## config.mk

```make
export PLATFORM = sky130hd
export DESIGN_NAME = dcp_print_flat
export DESIGN_NICKNAME = d
export VERILOG_FILES = /design/src/rtl/dcp_pkg.sv /design/src/rtl/dcp_print_if.sv /design/src/rtl/dcp_print_nibble_to_ascii.sv /design/src/rtl/dcp_print.sv /design/src/flat_wrapper.sv
export SDC_FILE = /design/constraint.sdc
export NUM_CORES = 1
export LEC_CHECK = 0
export ABC_AREA = 1
export CORE_MARGIN = 5
export CORE_UTILIZATION = 44
export CTS_CLUSTER_DIAMETER = 80
export DETAILED_ROUTE_END_ITERATION = 7
export GPL_TIMING_DRIVEN = 1
export PLACE_DENSITY = 0.75
export SLEW_MARGIN = 10
export SYNTH_ARGS = -nofsm -noshare
export SYNTH_HDL_FRONTEND = slang
export SYNTH_SLANG_ARGS = --single-unit
```

## constraint.sdc

```tcl
create_clock -name clk -period 1.8 [get_ports clk]
set_clock_uncertainty 0.05 [all_clocks]
set_input_delay 0.36 -clock clk [delete_from_list [all_inputs] [get_ports clk]]
set_output_delay 0.36 -clock clk [all_outputs]
set_load 0.01 [all_outputs]
```

## src/rtl/dcp_pkg.sv

```systemverilog
// Shared constants for the debug control panel print path: FSM states, request types, ASCII codes.
// Pure declarations; no latency or backpressure of its own.
package dcp_pkg;

    typedef enum logic [1:0] {
        IDLE = 2'd0,
        SEND = 2'd1,
        ACK  = 2'd2
    } state_t;

    localparam logic TX_CHAR = 1'b0;
    localparam logic TX_HEX  = 1'b1;

    localparam logic [7:0] ASCII_0  = 8'h30;
    localparam logic [7:0] ASCII_A  = 8'h41;
    localparam logic [7:0] ASCII_SP = 8'h20;

endpackage

```

## src/rtl/dcp_print_if.sv

```systemverilog
// Request/acknowledge plus valid/ready byte bus between the panel FSM, the formatter and the UART.
// Requester holds req_tx until ack_tx; byte sink throttles the formatter through rdy_tx.
interface dcp_print_if;

    logic        req_tx;
    logic        type_tx;
    logic [31:0] dout_tx;
    logic        ack_tx;
    logic [7:0]  d_tx;
    logic        vld_tx;
    logic        rdy_tx;

    // Master: the requester, which also stands in for the byte sink.
    modport master (
        output req_tx,
        output type_tx,
        output dout_tx,
        output rdy_tx,
        input  ack_tx,
        input  d_tx,
        input  vld_tx
    );

    modport slave (
        input  req_tx,
        input  type_tx,
        input  dout_tx,
        input  rdy_tx,
        output ack_tx,
        output d_tx,
        output vld_tx
    );

endinterface

```

## src/rtl/dcp_print_nibble_to_ascii.sv

```systemverilog
// Maps a 4-bit value to its uppercase ASCII hex digit; purely combinational, zero latency.
// No handshake; also shared with the receive-side parser's inverse check.
import dcp_pkg::*;

module nibble_to_ascii (
    input  logic [3:0] nibble,
    output logic [7:0] ascii
);

    always_comb begin
        ascii = '0;
        if (nibble < 4'd10)
            ascii = ASCII_0 + {4'd0, nibble};
        else
            ascii = ASCII_A + {4'd0, nibble} - 8'd10;
    end

endmodule

```

## src/rtl/dcp_print.sv

```systemverilog
// Formats one raw char or a HEX_DIGITS-digit hex word onto a valid/ready byte stream, then pulses ack_tx;
// first byte one cycle after the request, rdy_tx stalls hold the byte; DCP_PRINT_SEP_EN appends a space to hex words.
import dcp_pkg::*;

module dcp_print #(
    parameter int HEX_DIGITS = 8
) (
    input  logic        clk,
    input  logic        rstn,
    dcp_print_if.slave  bus
);

    localparam logic [2:0] LAST_DIGIT = 3'(HEX_DIGITS - 1);

    state_t      state;
    logic        cap_type;
    logic [31:0] cap_data;
    logic [2:0]  cnt;
    logic        vld_q;
    logic        ack_q;

    logic [2:0]  nib_idx;
    logic [3:0]  nibble;
    logic [7:0]  hex_char;
    logic        last_byte;
    logic        out_sp;
    logic [7:0]  cur_byte;
    logic        xfer;

    // Most-significant digit first: digit k sits at nibble HEX_DIGITS-1-k.
    assign nib_idx = LAST_DIGIT - cnt;
    assign nibble  = cap_data[{nib_idx, 2'b00} +: 4];

    nibble_to_ascii u_nibble_to_ascii (
        .nibble (nibble),
        .ascii  (hex_char)
    );

`ifdef DCP_PRINT_SEP_EN
    logic sep_phase;
    assign last_byte = (cap_type == TX_CHAR) || sep_phase;
    assign out_sp    = sep_phase;
`else
    assign last_byte = (cap_type == TX_CHAR) || (cnt == LAST_DIGIT);
    assign out_sp    = 1'b0;
`endif

    assign xfer = vld_q && bus.rdy_tx;

    // The byte is derived only from captured state, so it cannot move while stalled.
    always_comb begin
        cur_byte = 8'h00;
        if (vld_q) begin
            if (cap_type == TX_CHAR)
                cur_byte = cap_data[7:0];
            else if (out_sp)
                cur_byte = ASCII_SP;
            else
                cur_byte = hex_char;
        end
    end

    always_ff @(posedge clk) begin
        if (!rstn) begin
            state    <= IDLE;
            cap_type <= TX_CHAR;
            cap_data <= '0;
            cnt      <= '0;
            vld_q    <= 1'b0;
            ack_q    <= 1'b0;
`ifdef DCP_PRINT_SEP_EN
            sep_phase <= 1'b0;
`endif
        end else begin
            case (state)
                IDLE: begin
                    ack_q <= 1'b0;
                    if (bus.req_tx) begin
                        cap_type <= bus.type_tx;
                        cap_data <= bus.dout_tx;
                        cnt      <= '0;
                        vld_q    <= 1'b1;
                        state    <= SEND;
`ifdef DCP_PRINT_SEP_EN
                        sep_phase <= 1'b0;
`endif
                    end
                end
                SEND: begin
                    if (xfer) begin
                        if (last_byte) begin
                            vld_q <= 1'b0;
                            ack_q <= 1'b1;
                            state <= ACK;
                        end else begin
`ifdef DCP_PRINT_SEP_EN
                            if (cnt == LAST_DIGIT)
                                sep_phase <= 1'b1;
                            else
`endif
                            cnt <= cnt + 3'd1;
                        end
                    end
                end
                ACK: begin
                    ack_q <= 1'b0;
                    state <= IDLE;
                end
                default: begin
                    vld_q <= 1'b0;
                    ack_q <= 1'b0;
                    state <= IDLE;
                end
            endcase
        end
    end

    assign bus.d_tx   = cur_byte;
    assign bus.vld_tx = vld_q;
    assign bus.ack_tx = ack_q;

endmodule

```

## src/flat_wrapper.sv

```systemverilog
// flat-port wrapper written by rule: the top's interface ports become plain ports
module dcp_print_flat 
#(
    parameter int HEX_DIGITS = 8
)
  (clk, rstn, bus_req_tx, bus_type_tx, bus_dout_tx, bus_rdy_tx, bus_ack_tx, bus_d_tx, bus_vld_tx);
  dcp_print_if bus_i ();
  input  logic clk;
  input  logic rstn;
  input wire logic [$bits(bus_i.req_tx)-1:0] bus_req_tx;
  input wire logic [$bits(bus_i.type_tx)-1:0] bus_type_tx;
  input wire logic [$bits(bus_i.dout_tx)-1:0] bus_dout_tx;
  input wire logic [$bits(bus_i.rdy_tx)-1:0] bus_rdy_tx;
  output wire logic [$bits(bus_i.ack_tx)-1:0] bus_ack_tx;
  output wire logic [$bits(bus_i.d_tx)-1:0] bus_d_tx;
  output wire logic [$bits(bus_i.vld_tx)-1:0] bus_vld_tx;
  assign bus_i.req_tx = bus_req_tx;
  assign bus_i.type_tx = bus_type_tx;
  assign bus_i.dout_tx = bus_dout_tx;
  assign bus_i.rdy_tx = bus_rdy_tx;
  assign bus_ack_tx = bus_i.ack_tx;
  assign bus_d_tx = bus_i.d_tx;
  assign bus_vld_tx = bus_i.vld_tx;
  dcp_print #(.HEX_DIGITS(HEX_DIGITS)) u_core (.clk(clk), .rstn(rstn), .bus(bus_i));
endmodule
```

* After elaboration in Yosys (flattened, before gate mapping)
Index checks and enable logic that the tools add are counted.
** Storage, ports and cells
- Output and inout bits :: 10
- Logic and storage cells :: 47
- Register bits :: 40
- Input port bits :: 37
** Operators by class
- Equal/unequal tests :: 7
- Multiplexer cells :: 15
- Reduce and logical (&&, ||, !) cells :: 10
- Add/subtract/negate cells :: 5
- $lt $le $gt $ge :: 1
- Shift operators :: 1
- Bitwise operators :: 2
** Operators with widths (count)
- $shiftx A32 B6 Y4 :: 1
- $mux W8 :: 3
- $mux W3 :: 3
- $add A7 B4 Y8 const A :: 1
- $reduce_and A4 Y1 :: 2
- $sub A8 B4 Y8 const B :: 1
- $add A6 B4 Y7 const A :: 1
- $mux W2 :: 3
- $pmux W3 S2 :: 1
- $reduce_and A2 Y1 :: 3
- $lt A4 B4 Y1 const B :: 1
- $ne A2 B1 Y1 const B :: 2
- $ne A2 B2 Y1 const B :: 2
- $pmux W2 S2 :: 1
- $add A3 B1 Y3 const B :: 1
- $eq A3 B3 Y1 const B :: 1
- $mux W1 :: 3
- $pmux W1 S3 :: 1
- $reduce_and A3 Y1 :: 1
- $sub A3 B3 Y3 const A :: 1
- $eq A2 B1 Y1 const B :: 1
- $eq A2 B2 Y1 const B :: 1
- $logic_not A2 Y1 :: 1
- $not A1 Y1 :: 2
- 3 further kinds :: 3

* Longest topological paths before layout
Gate-level depths: netlist of the first run.
- Depth in word-level cells :: 7
- Mapped depth :: 12

* Hierarchy
Synthesis of the first run repeated with hierarchy kept, for this count alone.
** Unflattened totals
- Cells, all modules :: 310
- Area total of the unflattened synthesis :: 2068.2 µm²
** By module, submodules not included
- dcp_print :: cells an instance 285, instances 1, area an instance 1944.4 µm²
- nibble_to_ascii :: cells an instance 25, instances 1, area an instance 123.9 µm²

* Worst setup path after synthesis of the first run
Ideal clock, no wire load.
- Kind :: reg-to-output
- From :: register u_core.cnt[0]
- To :: output bus_d_tx[6]
- Stages on the path, launching flop included :: 11
- Required time :: 1.390 ns
- Arrival :: 1.397 ns
- Path slack :: -0.007 ns
- Cell sequence :: dfxtp_1 inv_2 buf_6 nand2_1 nand3_1 nand3_1 nand2_2 ha_1 nand2_1 nand3_2 a21oi_1
** Between the ends
- Word-level cells in the longest chain between the ends :: 7
** Ends and longest elaborated chain
- start: declaration :: line dcp_print.sv:18 : logic [2:0] cnt;
- start signal: assignment :: line dcp_print.sv:101 : cnt <= cnt + 3'd1;
- $sub A3 B3 Y3 (*) :: line dcp_print.sv:31 : assign nib_idx = LAST_DIGIT - cnt;
- $shiftx A32 B6 Y4 (*) :: line dcp_print.sv:32 : assign nibble = cap_data[{nib_idx, 2'b00} +: 4];
- $add A7 B4 Y8 :: line dcp_print_nibble_to_ascii.sv:15 : ascii = ASCII_A + {4'd0, nibble} - 8'd10;
- $sub A8 B4 Y8 :: line dcp_print_nibble_to_ascii.sv:15
- $mux W8 (*) :: line dcp_print_nibble_to_ascii.sv:12 : if (nibble < 4'd10)
- $mux W8 (*) :: line dcp_print.sv:54 : if (cap_type == TX_CHAR)
- $mux W8 (*) :: line dcp_print.sv:53 : if (vld_q) begin
- end: declaration :: line flat_wrapper.sv:15 : output wire logic [$bits(bus_i.d_tx)-1:0] bus_d_tx;
Mark *: on every way between the ends. The rest lies on a longest branch, timed or not.

* Worst setup path in the final report of the first run
- From :: register u_core.cnt[0]
- To :: output bus_d_tx[0]
The elaborated chain is that of the path after synthesis.

==> flow_metrics.py, run 1 <==
metrics = {
    "timing": {
        "worst_slew_pin_slew_ns": 0.280,
        "fin_hold_ws_ns": 0.397,
        "fin_crit_sh": 1.27,
        "period_minus_slack_ns": 2.29,
        "slew_violations": 0,
        "setup_viol": 10,
        "hold_viol_final": 0,
        "setup_slack_ns": -0.489,
        "rsz0062_at_grt": "yes",
        "fmax_mhz": 437,
        "maxSlewHeadroom": 0.813,
    },
    "placed_design": {
        "hpwl_um": 3790,
        "io_buffer_count": 46,
        "gp_congestion": 0.817,
    },
    "clock_network": {
        "clk_pin_slew_worst_paths_ns": 0.07,
        "root_buffer": "clkbuf_8",
        "worstSkewPairLatency_ns": 0.29,
        "cts-buffers-inserted": 5,
        "cts.sinks": 40,
        "cts_tree": "done",
        "h-tree-depth": 2,
        "cts_buffer_depth": 2,
    },
    "floorplan": {
        "fp.dieH_um": 76.5,
        "die_w_um": 76.5,
        "initial_core_util": 0.451,
        "core-area_mm2": 0.00432,
        "ios": 47,
        "rows": 24,
        "dieArea_mm2": 0.00586,
    },
    "pwr": {
        "powerDensity_mw_per_mm2": 800,
        "ir_worst_vdd_mv": 0.551,
        "power_w": 0.00237,
        "leakagePower_nw": 1.28,
    },
    "routing": {
        "drc": 0,
        "first_iter_violations": 170,
        "post_drt_wl_per_cell_um": 13.0,
        "vias_per_cell": 5.06,
        "final_antenna_net_count": 0,
        "firstDrtPassIters": 4,
        "vias": 2120,
        "wirelength_um": 5440,
    },
    "global_routing": {
        "grt_use_total": 0.183,
        "grt_pass1_wl_um": 8700,
        "first_global_vias": 2006,
        "antenna_found_initial": 0,
        "grt_overflow": 0,
        "grt_max_degree": 37,
    },
    "critical_path": {
        "cp_num_buf_inv": 4,
        "arrival_ns": 1.88,
        "cp_max_fo": 12,
        "critical_path_required_ns": 1.39,
        "crit_path_end_kind": "output port",
        "cp-start-kind": "flip-flop",
        "crit_chain": "inv_8 -> buf_4 -> nor2_1 -> o21ai_1 -> nand2_1 -> nand2_4 -> nand2_4 -> nand2_2 -> nand3_2 -> nand2_2 -> inv_2 -> buf_6",
        "crit_type": "flip-flop to output port",
        "cpPeakStageDelay_ns": 0.40,
        "critPathTopFamily": "simple AND/OR/NAND/NOR gates",
        "cpMaxStageDelayCell": "dfxtp_4",
    },
    "finish": {
        "syn_to_final_growth_pct": 51.9,
        "layout-drive-gt1-share": 0.259,
        "nets": 406,
        "antennaDiodeCount": 0,
        "utilization": 0.684,
    },
    "yosys": {
        "yosys.area_share.xor_xnor": 0,
        "muxShareOfSynthArea": 0,
        "synth_fa_ha_area_frac": 0.0193,
        "synth_simple_gate_area_share": 0.241,
        "synth_compound_gate_area_share": 0.222,
        "netlist_area_mm2": 0.00195,
        "synth_top_family_by_area": "simple AND/OR/NAND/NOR gates",
        "synth_cell_types": 25,
        "synth_seq_cells": 40,
        "synthCells": 282,
        "syn_nets": 322,
        "ys_seq_area_frac": 0.411,
        "synth.avg_cell_area_um2": 6.91,
        "yosysWarningCount": 0,
    },
    "min_path": {
        "hp-class": "flip-flop to flip-flop",
    },
    "run": {
        "drv_cap": 0,
    },
    "status": {
        "status": "complete, but fails checks",
        "violations": "setup timing",
    },
}
worst register-to-register path, stage by stage, from the launching register on:
cell and delay (ns):
dfxtp_4 0.40, buf_16 0.15, buf_4 0.13, ha_1 0.19
ha_2 0.18, nor2_2 0.12, o211ai_1 0.13, nor3_2 0.24
o21ai_1 0.09, a21oi_1 0.15
Yosys cell counts (all sizes together):
master,n,area share
a21oi,34,0.087
a221oi,1,0.0045
buf,9,0.030
clkbuf,5,0.0096
clkinv,1,0.0019
dfxtp,40,0.41
ha,3,0.019
inv,34,0.066
nand2,48,0.11
nand3,21,0.057
nand4,1,0.0032
nor2,34,0.066
nor3,1,0.0051
o211ai,2,0.0077
o21a,1,0.0039
o21ai,46,0.12
or2,1,0.0032
flip-flops by register name (all words and copies together) (netlist names):
signal	cells
u_core.cap_type	1
u_core.state	2
u_core.bus.vld_tx	1
u_core.bus.ack_tx	1
u_core.cnt	3
u_core.cap_data	32
per-stage QoR:
stage                     instance area [µm²]  cells  setup WS [ns]  TNS (ns)
after floorplan                          1950    282       -0.00724  -0.00724
after global placement                   2740    408         -0.522     -3.40
after detailed placement                 2740    408         -0.545     -3.77
after CTS                                2890    417         -0.421     -3.04
after global routing                     2960    419         -0.577     -4.45
final                                    2960    419         -0.489     -3.43
layer usage:
metal | track usage | share of wire | vias to the layer above
met5 | 0 | 0 | -
met4 | 0.0717 | 0.025 | 0
met3 | 0.0485 | 0.061 | 14
met2 | 0.324 | 0.50 | 68
met1 | 0.205 | 0.42 | 944
li1 | - | - | 1094
worst paths after layout:
| check | from | endpoint | slack [ns] | cells past startpoint |
|---|---|---|---|---|
| worst max-delay path | u_core.cnt[0]$_SDFFE_PN0P_ | bus_d_tx[0] | -0.49 | 12 |
| worst min-delay path | u_core.bus.ack_tx$_SDFFE_PN0P_ | u_core.bus.ack_tx$_SDFFE_PN0P_ | 0.40 | 2 |
| worst max register to register | u_core.cnt[0]$_SDFFE_PN0P_ | u_core.cnt[0]$_SDFFE_PN0P_ | -0.11 | 9 |
| worst min register to register | u_core.bus.ack_tx$_SDFFE_PN0P_ | u_core.bus.ack_tx$_SDFFE_PN0P_ | 0.40 | 2 |
power by group:
group | leakage, nW | total, W | internal [W] | switching (W)
registers | 0.331 | 0.00101 | 0.000970 | 0.0000437
logic | 0.895 | 0.000737 | 0.000360 | 0.000377
clock network | 0.0510 | 0.000615 | 0.000306 | 0.000310
kinds of logic (layout without fill, tap and decap cells):
group,after synthesis,after routing
buf+inv,49,134
simple gates,106,106
fa+ha+maj,3,3
flops,40,40
compound gates,84,84
area by class of cell:
type                       instances  area [µm²]
clock buffer                       6        82.6
clock inverter                     2        10.0
fill                             370        1370
inverter                          35         139
multi-input combinational        193        1040
sequential                        40         805
tap                               52        65.1
timing repair buffer              91         821
layout by cell type, fill, tap and decap left out, drive strengths merged:
cell type      Yosys  routed
buf                9      52
nand2             48      48
o21ai             46      46
dfxtp             40      40
clkdlybuf4s50      0      38
inv               34      34
a21oi             34      34
nor2              34      34
nand3             21      21
clkbuf             5       6
clkinv             1       3
ha                 3       3
o211ai             2       2
nand4              1       1
o21a               1       1
or2                1       1
nor3               1       1
a221oi             1       1
dlygate4sd2        0       1
repair_timing:
action                     in CTS  in global routing
setup endpoints to repair      11                 11
pin swaps                      13                  7
hold buffers                    0                  0
setup buffers                   0                  2
gates resized for setup        51                 15
gates cloned                    1                  0
No activity file was read; power rests on OpenSTA's default activity.
==> run 2: changes to the inputs <==
CELL_PAD_IN_SITES_DETAIL_PLACEMENT = 1   (was default)
CELL_PAD_IN_SITES_GLOBAL_PLACEMENT = 2   (was default)
CORE_UTILIZATION = 24   (was 44)
GPL_ROUTABILITY_DRIVEN = 0   (was default)
PLACE_DENSITY = default   (was 0.75)
PLACE_DENSITY_LB_ADDON = 0.1   (was default)
SLEW_MARGIN = 5   (was 10)
==> flow_metrics.py, run 2 (synthesized netlist as in run 1, its figures left out) <==
metrics = {
    "timing": {
        "worst_slew_pin_slew_ns": 0.267,
        "rsz0062_at_grt": "yes",
        "setup_slack_ns": -0.416,
        "slew_violations": 0,
        "fin_crit_sh": 1.23,
        "setup_viol": 7,
        "fin_hold_ws_ns": 0.404,
        "maxSlewHeadroom": 0.821,
        "setup-tns-final_ns": -2.75,
        "period_minus_slack_ns": 2.22,
        "hold_viol_final": 0,
        "fmax_mhz": 451,
    },
    "critical_path": {
        "crit_type": "flip-flop to output port",
        "critPathTopFamily": "simple AND/OR/NAND/NOR gates",
        "cpMaxStageDelayCell": "dfxtp_4",
        "cpMostUsedCell": "nand2_4",
        "crit_chain": "buf_6 -> nand2_1 -> nand3_1 -> nand3_2 -> nand2_4 -> buf_4 -> nand2_4 -> nand2_4 -> nor2_2 -> o21a_1 -> buf_2",
        "cpPeakStageDelay_ns": 0.41,
        "cp_max_fo": 5,
        "critical_path_required_ns": 1.39,
        "cp_num_buf_inv": 3,
        "worst-path-stages": 11,
        "cp-start-kind": "flip-flop",
        "r2r_start": "u_core.cnt[1]$_SDFFE_PN0P_",
        "regToRegSetupSlack_ns": 0.11,
        "r2r-end": "u_core.cnt[1]$_SDFFE_PN0P_",
        "arrival_ns": 1.81,
        "worst_r2r_path_depth": 10,
        "crit_path_end_kind": "output port",
    },
    "global_routing": {
        "top_usage_layer": "met2",
        "grt_pass1_wl_um": 10400,
        "grt_overflow": 0,
        "antenna_found_initial": 0,
        "grt_use_total": 0.127,
        "first_global_vias": 2246,
        "use_met1": 0.165,
        "use_met2": 0.220,
        "grtUsageMet3": 0.0299,
        "grt_max_degree": 37,
    },
    "floorplan": {
        "dieArea_mm2": 0.0100,
        "core-area_mm2": 0.00781,
        "ios": 47,
        "die_w_um": 100,
        "rows": 32,
        "fp.dieH_um": 100,
        "initial_core_util": 0.250,
    },
    "finish": {
        "antennaDiodeCount": 0,
        "largest_reg_flops": 32,
        "fillCellCount": 985,
        "utilization": 0.399,
        "layout_common_cells": "clkdlybuf4s50_1 (38), buf_4 (38), dfxtp_1 (38), nand2_1 (36), o21ai_0 (34)",
        "top_register": "u_core.cap_data",
        "biggestRegsByFlops": "u_core.cap_data: 32 flops, u_core.cnt: 3 flops, u_core.state: 2 flops",
        "nets": 408,
        "syn_to_final_growth_pct": 59.7,
        "layout-drive-gt1-share": 0.287,
        "final_area_mm2": 0.00311,
        "multiInputGateArea_mm2": 0.00109,
        "seq_area_um2": 806,
    },
    "pwr": {
        "combPwrFrac": 0.295,
        "power_w": 0.00256,
        "ir_worst_vdd_mv": 0.417,
        "powerDensity_mw_per_mm2": 821,
        "p_int_w": 0.00179,
        "seq_power_share": 0.396,
        "p_clk_frac": 0.309,
        "leakagePower_nw": 1.31,
        "power_switching_w": 0.000765,
        "switching_share": 0.299,
    },
    "min_path": {
        "min_to": "u_core.bus.ack_tx$_SDFFE_PN0P_",
        "hold_depth": 2,
        "hp-start": "u_core.bus.ack_tx$_SDFFE_PN0P_",
        "hp-class": "flip-flop to flip-flop",
    },
    "clock_network": {
        "clk_pin_slew_worst_paths_ns": 0.09,
        "worstSkewPairLatency_ns": 0.29,
        "h-tree-depth": 2,
        "cts_buffer_depth": 2,
        "root_buffer": "clkbuf_8",
        "cts_tree": "done",
        "cts.sinks": 40,
        "cts-buffers-inserted": 5,
        "hold_buffers": 0,
    },
    "routing": {
        "drc": 0,
        "first_iter_violations": 42,
        "wirelength_um": 6240,
        "final_antenna_net_count": 0,
        "vias_per_cell": 4.46,
        "vias": 2101,
        "post_drt_wl_per_cell_um": 13.2,
        "firstDrtPassIters": 4,
    },
    "placed_design": {
        "hpwl_um": 4640,
        "io_buffer_count": 46,
        "dpl_cell_area_mm2": 0.00282,
    },
    "run": {
        "drv_cap": 0,
    },
    "status": {
        "violations": "setup timing",
        "status": "complete, but fails checks",
    },
}
-- run 2: repair_timing --
action / CTS / global route
cloned: 0 / 1
pin swaps: 16 / 24
endpoints found under the setup margin: 10 / 11
buffers inserted: 1 / 3
gates resized for setup: 55 / 22
-- run 2: worst min-delay path, delay by kind of cell (launching register included) --
family	cells	cell delay (ns)
DFF	1	0.32
AOI/OAI and AO/OA	1	0.05
buffers and inverters	1	0.05
-- run 2: worst max path at each step --
| stage | start | endpoint | slack, ns |
|---|---|---|---|
| final | u_core.cnt[0]$_SDFFE_PN0P_ | bus_d_tx[1] | -0.42 |
| after global routing | u_core.cnt[0]$_SDFFE_PN0P_ | bus_d_tx[0] | -0.55 |
| after CTS | u_core.cnt[0]$_SDFFE_PN0P_ | bus_d_tx[2] | -0.45 |
| after detailed placement | u_core.cnt[0]$_SDFFE_PN0P_ | bus_d_tx[6] | -0.62 |
| after global placement | u_core.cnt[0]$_SDFFE_PN0P_ | bus_d_tx[2] | -0.60 |
| after floorplan | u_core.cnt[0]$_SDFFE_PN0P_ | bus_d_tx[6] | -0.007 |
-- run 2: layout make-up --
| class | count | share of cell area |
|---|---|---|
| multi-input cells | 193 | 0.350 |
| repair buffers | 93 | 0.267 |
| flip-flops and latches | 40 | 0.259 |
| inverters | 35 | 0.0438 |
| well taps | 102 | 0.0410 |
| clock buffers | 6 | 0.0265 |
| clock inverters | 2 | 0.0125 |
-- run 2: through the flow --
stage / instances / setup WS, ns
after CTS: 467 / -0.450
after detailed placement: 458 / -0.616
after floorplan: 282 / -0.00724
final: 471 / -0.416
after global placement: 458 / -0.598
after global routing: 471 / -0.552
-- run 2: metal layers --
| metal | part of all wire | up-vias |
|---|---|---|
| met5 | 0 | - |
| met4 | 0.0043 | 0 |
| met3 | 0.033 | 2 |
| met2 | 0.48 | 27 |
| met1 | 0.48 | 981 |
| li1 | - | 1091 |
-- run 2: power groups by stage --
stage | logic [W] | registers, W | clock network, W
6_report | 0.000754 | 0.00101 | 0.000789
5_1_grt | 0.000847 | 0.00102 | 0.000858
4_1_cts | 0.000714 | 0.00101 | 0.000814
3_5_place_dp | 0.000673 | 0.00103 | 0
3_3_place_gp | 0.000662 | 0.00103 | 0
2_1_floorplan | 0.000353 | 0.00102 | 0
==> run 3: changes to the inputs <==
ABC_AREA = default   (was 1)
CORE_UTILIZATION = 26   (was 24)
==> flow_metrics.py, run 3 <==
metrics = {
    "timing": {
        "slew_violations": 0,
        "fin_crit_sh": 1.53,
        "period_minus_slack_ns": 2.76,
        "worst_slew_pin_slew_ns": 0.263,
        "rsz0062_at_grt": "yes",
        "setup_slack_ns": -0.956,
        "fmax_mhz": 363,
        "setup_viol": 9,
        "hold_viol_final": 0,
        "setup-tns-final_ns": -5.97,
        "maxSlewHeadroom": 0.824,
    },
    "status": {
        "status": "complete, but fails checks",
        "violations": "setup timing",
    },
    "clock_network": {
        "cts.sinks": 40,
        "cts_buffer_depth": 2,
        "h-tree-depth": 2,
        "cts-buffers-inserted": 5,
        "cts_tree": "done",
        "worstSkewPairLatency_ns": 0.29,
        "hold_buffers": 0,
        "clk_pin_slew_worst_paths_ns": 0.08,
        "root_buffer": "clkbuf_8",
    },
    "routing": {
        "post_drt_wl_per_cell_um": 14.4,
        "wirelength_um": 6020,
        "firstDrtPassIters": 4,
        "final_antenna_net_count": 0,
        "vias": 1897,
        "vias_per_cell": 4.54,
        "drc": 0,
        "first_iter_violations": 36,
    },
    "yosys": {
        "ys.flop_type": "dfxtp_1",
        "yosys.area.top_type": "dfxtp_1",
        "ys_top_cells_by_area": "dfxtp_1 (39%), nand2_1 (13%), a21boi_0 (12%), mux4_1 (5.1%), nor2b_1 (2.8%)",
        "yosysWarningCount": 0,
        "synth_common_cells": "nand2_1 (71), dfxtp_1 (40), a21boi_0 (33), clkbuf_1 (12)",
        "syn_nets": 276,
        "synth_cell_types": 39,
        "netlist_area_mm2": 0.00204,
        "synth.avg_cell_area_um2": 8.66,
        "async_flop_share": 0,
        "synth_seq_cells": 40,
        "synthCells": 236,
        "synth_top_area_frac": 0.392,
        "synth.most_common_cell": "nand2_1",
        "synth-edff-count": 0,
        "ys_seq_area_frac": 0.392,
    },
    "floorplan": {
        "fp.dieH_um": 98.7,
        "ios": 47,
        "die_w_um": 98.7,
        "core-area_mm2": 0.00769,
        "initial_core_util": 0.266,
        "dieArea_mm2": 0.00974,
        "rows": 32,
    },
    "min_path": {
        "hold_depth": 2,
        "hp-class": "flip-flop to flip-flop",
    },
    "global_routing": {
        "antenna_found_initial": 0,
        "grt_pass1_wl_um": 10100,
        "first_global_vias": 2002,
        "grt_use_total": 0.129,
        "grt_max_degree": 40,
        "grt_overflow": 0,
    },
    "finish": {
        "largest_reg_flops": 32,
        "final_common_cell": "nand2_1",
        "layout_common_cells": "nand2_1 (70), clkdlybuf4s50_1 (38), buf_4 (37), dfxtp_1 (36), a21boi_0 (33)",
        "biggestRegsByFlops": "u_core.cap_data: 32 flops, u_core.cnt: 3 flops, u_core.state: 2 flops",
        "antennaDiodeCount": 0,
        "seq_area_um2": 811,
        "multiInputGateArea_mm2": 0.00127,
        "nets": 355,
        "top_register": "u_core.cap_data",
        "syn_to_final_growth_pct": 51.3,
        "layout-drive-gt1-share": 0.291,
        "fillCellCount": 918,
    },
    "critical_path": {
        "arrival_ns": 2.35,
        "cp-start-kind": "flip-flop",
        "crit_type": "flip-flop to output port",
        "critical_path_required_ns": 1.39,
        "crit_path_end_kind": "output port",
        "cp_max_fo": 7,
        "worst_r2r_path_depth": 8,
    },
    "placed_design": {
        "hpwl_um": 4500,
        "io_buffer_count": 46,
        "dpl_worst_slack_ns": -1.21,
    },
    "pwr": {
        "powerDensity_mw_per_mm2": 658,
        "leakagePower_nw": 1.18,
        "ir_worst_vdd_mv": 0.299,
    },
    "run": {
        "drv_cap": 0,
    },
}
run 3: changes by cell type in the layout (fill, tap and decap cells not counted), moves of 5 or more:
cell | before | now
nand2_1 | 36 | 70
a21boi_0 | 0 | 33
o21ai_0 | 34 | 2
a21oi_1 | 30 | 2
inv_1 | 31 | 3
nor2_1 | 30 | 7
nand3_1 | 11 | 1
nand3_2 | 9 | 0
nor2b_1 | 0 | 9
o21ai_1 | 8 | 0
mux4_2 | 0 | 6
nand2_2 | 7 | 1
nand2_4 | 5 | 0
run 3: cell families after synthesis:
family                   synth area share
buffers and inverters              0.0373
multiplexers                        0.130
flip-flops                          0.392
AND/OR/NAND/NOR                     0.211
adder cells (fa/ha/maj)            0.0184
AO/OA/AOI/OAI                       0.212
run 3: timing repair:
action	4_1_cts	5_1_grt
setup buffers	9	2
pin swaps	11	1
setup endpoints to repair	13	13
resized for setup	54	4
gates cloned	0	0
run 3: layout make-up:
class	count	area share
clock buffers	6	0.0267
flip-flops and latches	40	0.262
multi-input cells	178	0.409
clock inverters	2	0.00485
inverters	3	0.00364
well taps	102	0.0413
repair buffers	87	0.252
run 3: worst paths after layout:
kind	end	slack, ns	from
worst max-delay path	bus_d_tx[2]	-0.96	u_core.cnt[0]$_SDFFE_PN0P_
worst min-delay path	u_core.cap_data[19]$_SDFFE_PN0P_	0.42	u_core.cap_data[19]$_SDFFE_PN0P_
worst max register to register	u_core.cnt[0]$_SDFFE_PN0P_	-0.06	u_core.cnt[0]$_SDFFE_PN0P_
worst min register to register	u_core.cap_data[19]$_SDFFE_PN0P_	0.42	u_core.cap_data[19]$_SDFFE_PN0P_
run 3: per-layer routing:
metal	routed length, µm	track usage	vias to the layer above
li1	-	-	968
met1	2910	0.172	898
met2	2880	0.210	26
met3	183	0.0318	5
met4	55	0.0347	0
met5	0	0	-
run 3: per-stage QoR:
| step | utilization | power (W) | cells | hold slack [ns] | cell area (µm²) |
|---|---|---|---|---|---|
| floorplan | - | 0.00117 | 236 | 0.389 | 2060 |
| global placement | 0.373 | 0.00138 | 401 | 0.401 | 2860 |
| detailed placement | 0.373 | 0.00139 | 401 | 0.406 | 2860 |
| CTS | 0.400 | 0.00207 | 417 | 0.422 | 3070 |
| global route | 0.402 | 0.00215 | 418 | 0.438 | 3090 |
| finish | 0.402 | 0.00204 | 418 | 0.416 | 3090 |
run 3: critical path, stage by stage (launching register included):
cell and delay [ns]:
dfxtp_4 0.41, mux4_2 0.55, mux2i_4 0.17, ha_2 0.22
o21ai_2 0.06, or3_1 0.32, a31oi_2 0.16, buf_2 0.16
run 3: report_power, final:
part | switching, W | internal, W | total (W) | leakage, nW
Clock | 0.000339 | 0.000311 | 0.000649 | 0.0434
Sequential | 0.0000361 | 0.000936 | 0.000972 | 0.330
Combinational | 0.000184 | 0.000231 | 0.000415 | 0.805
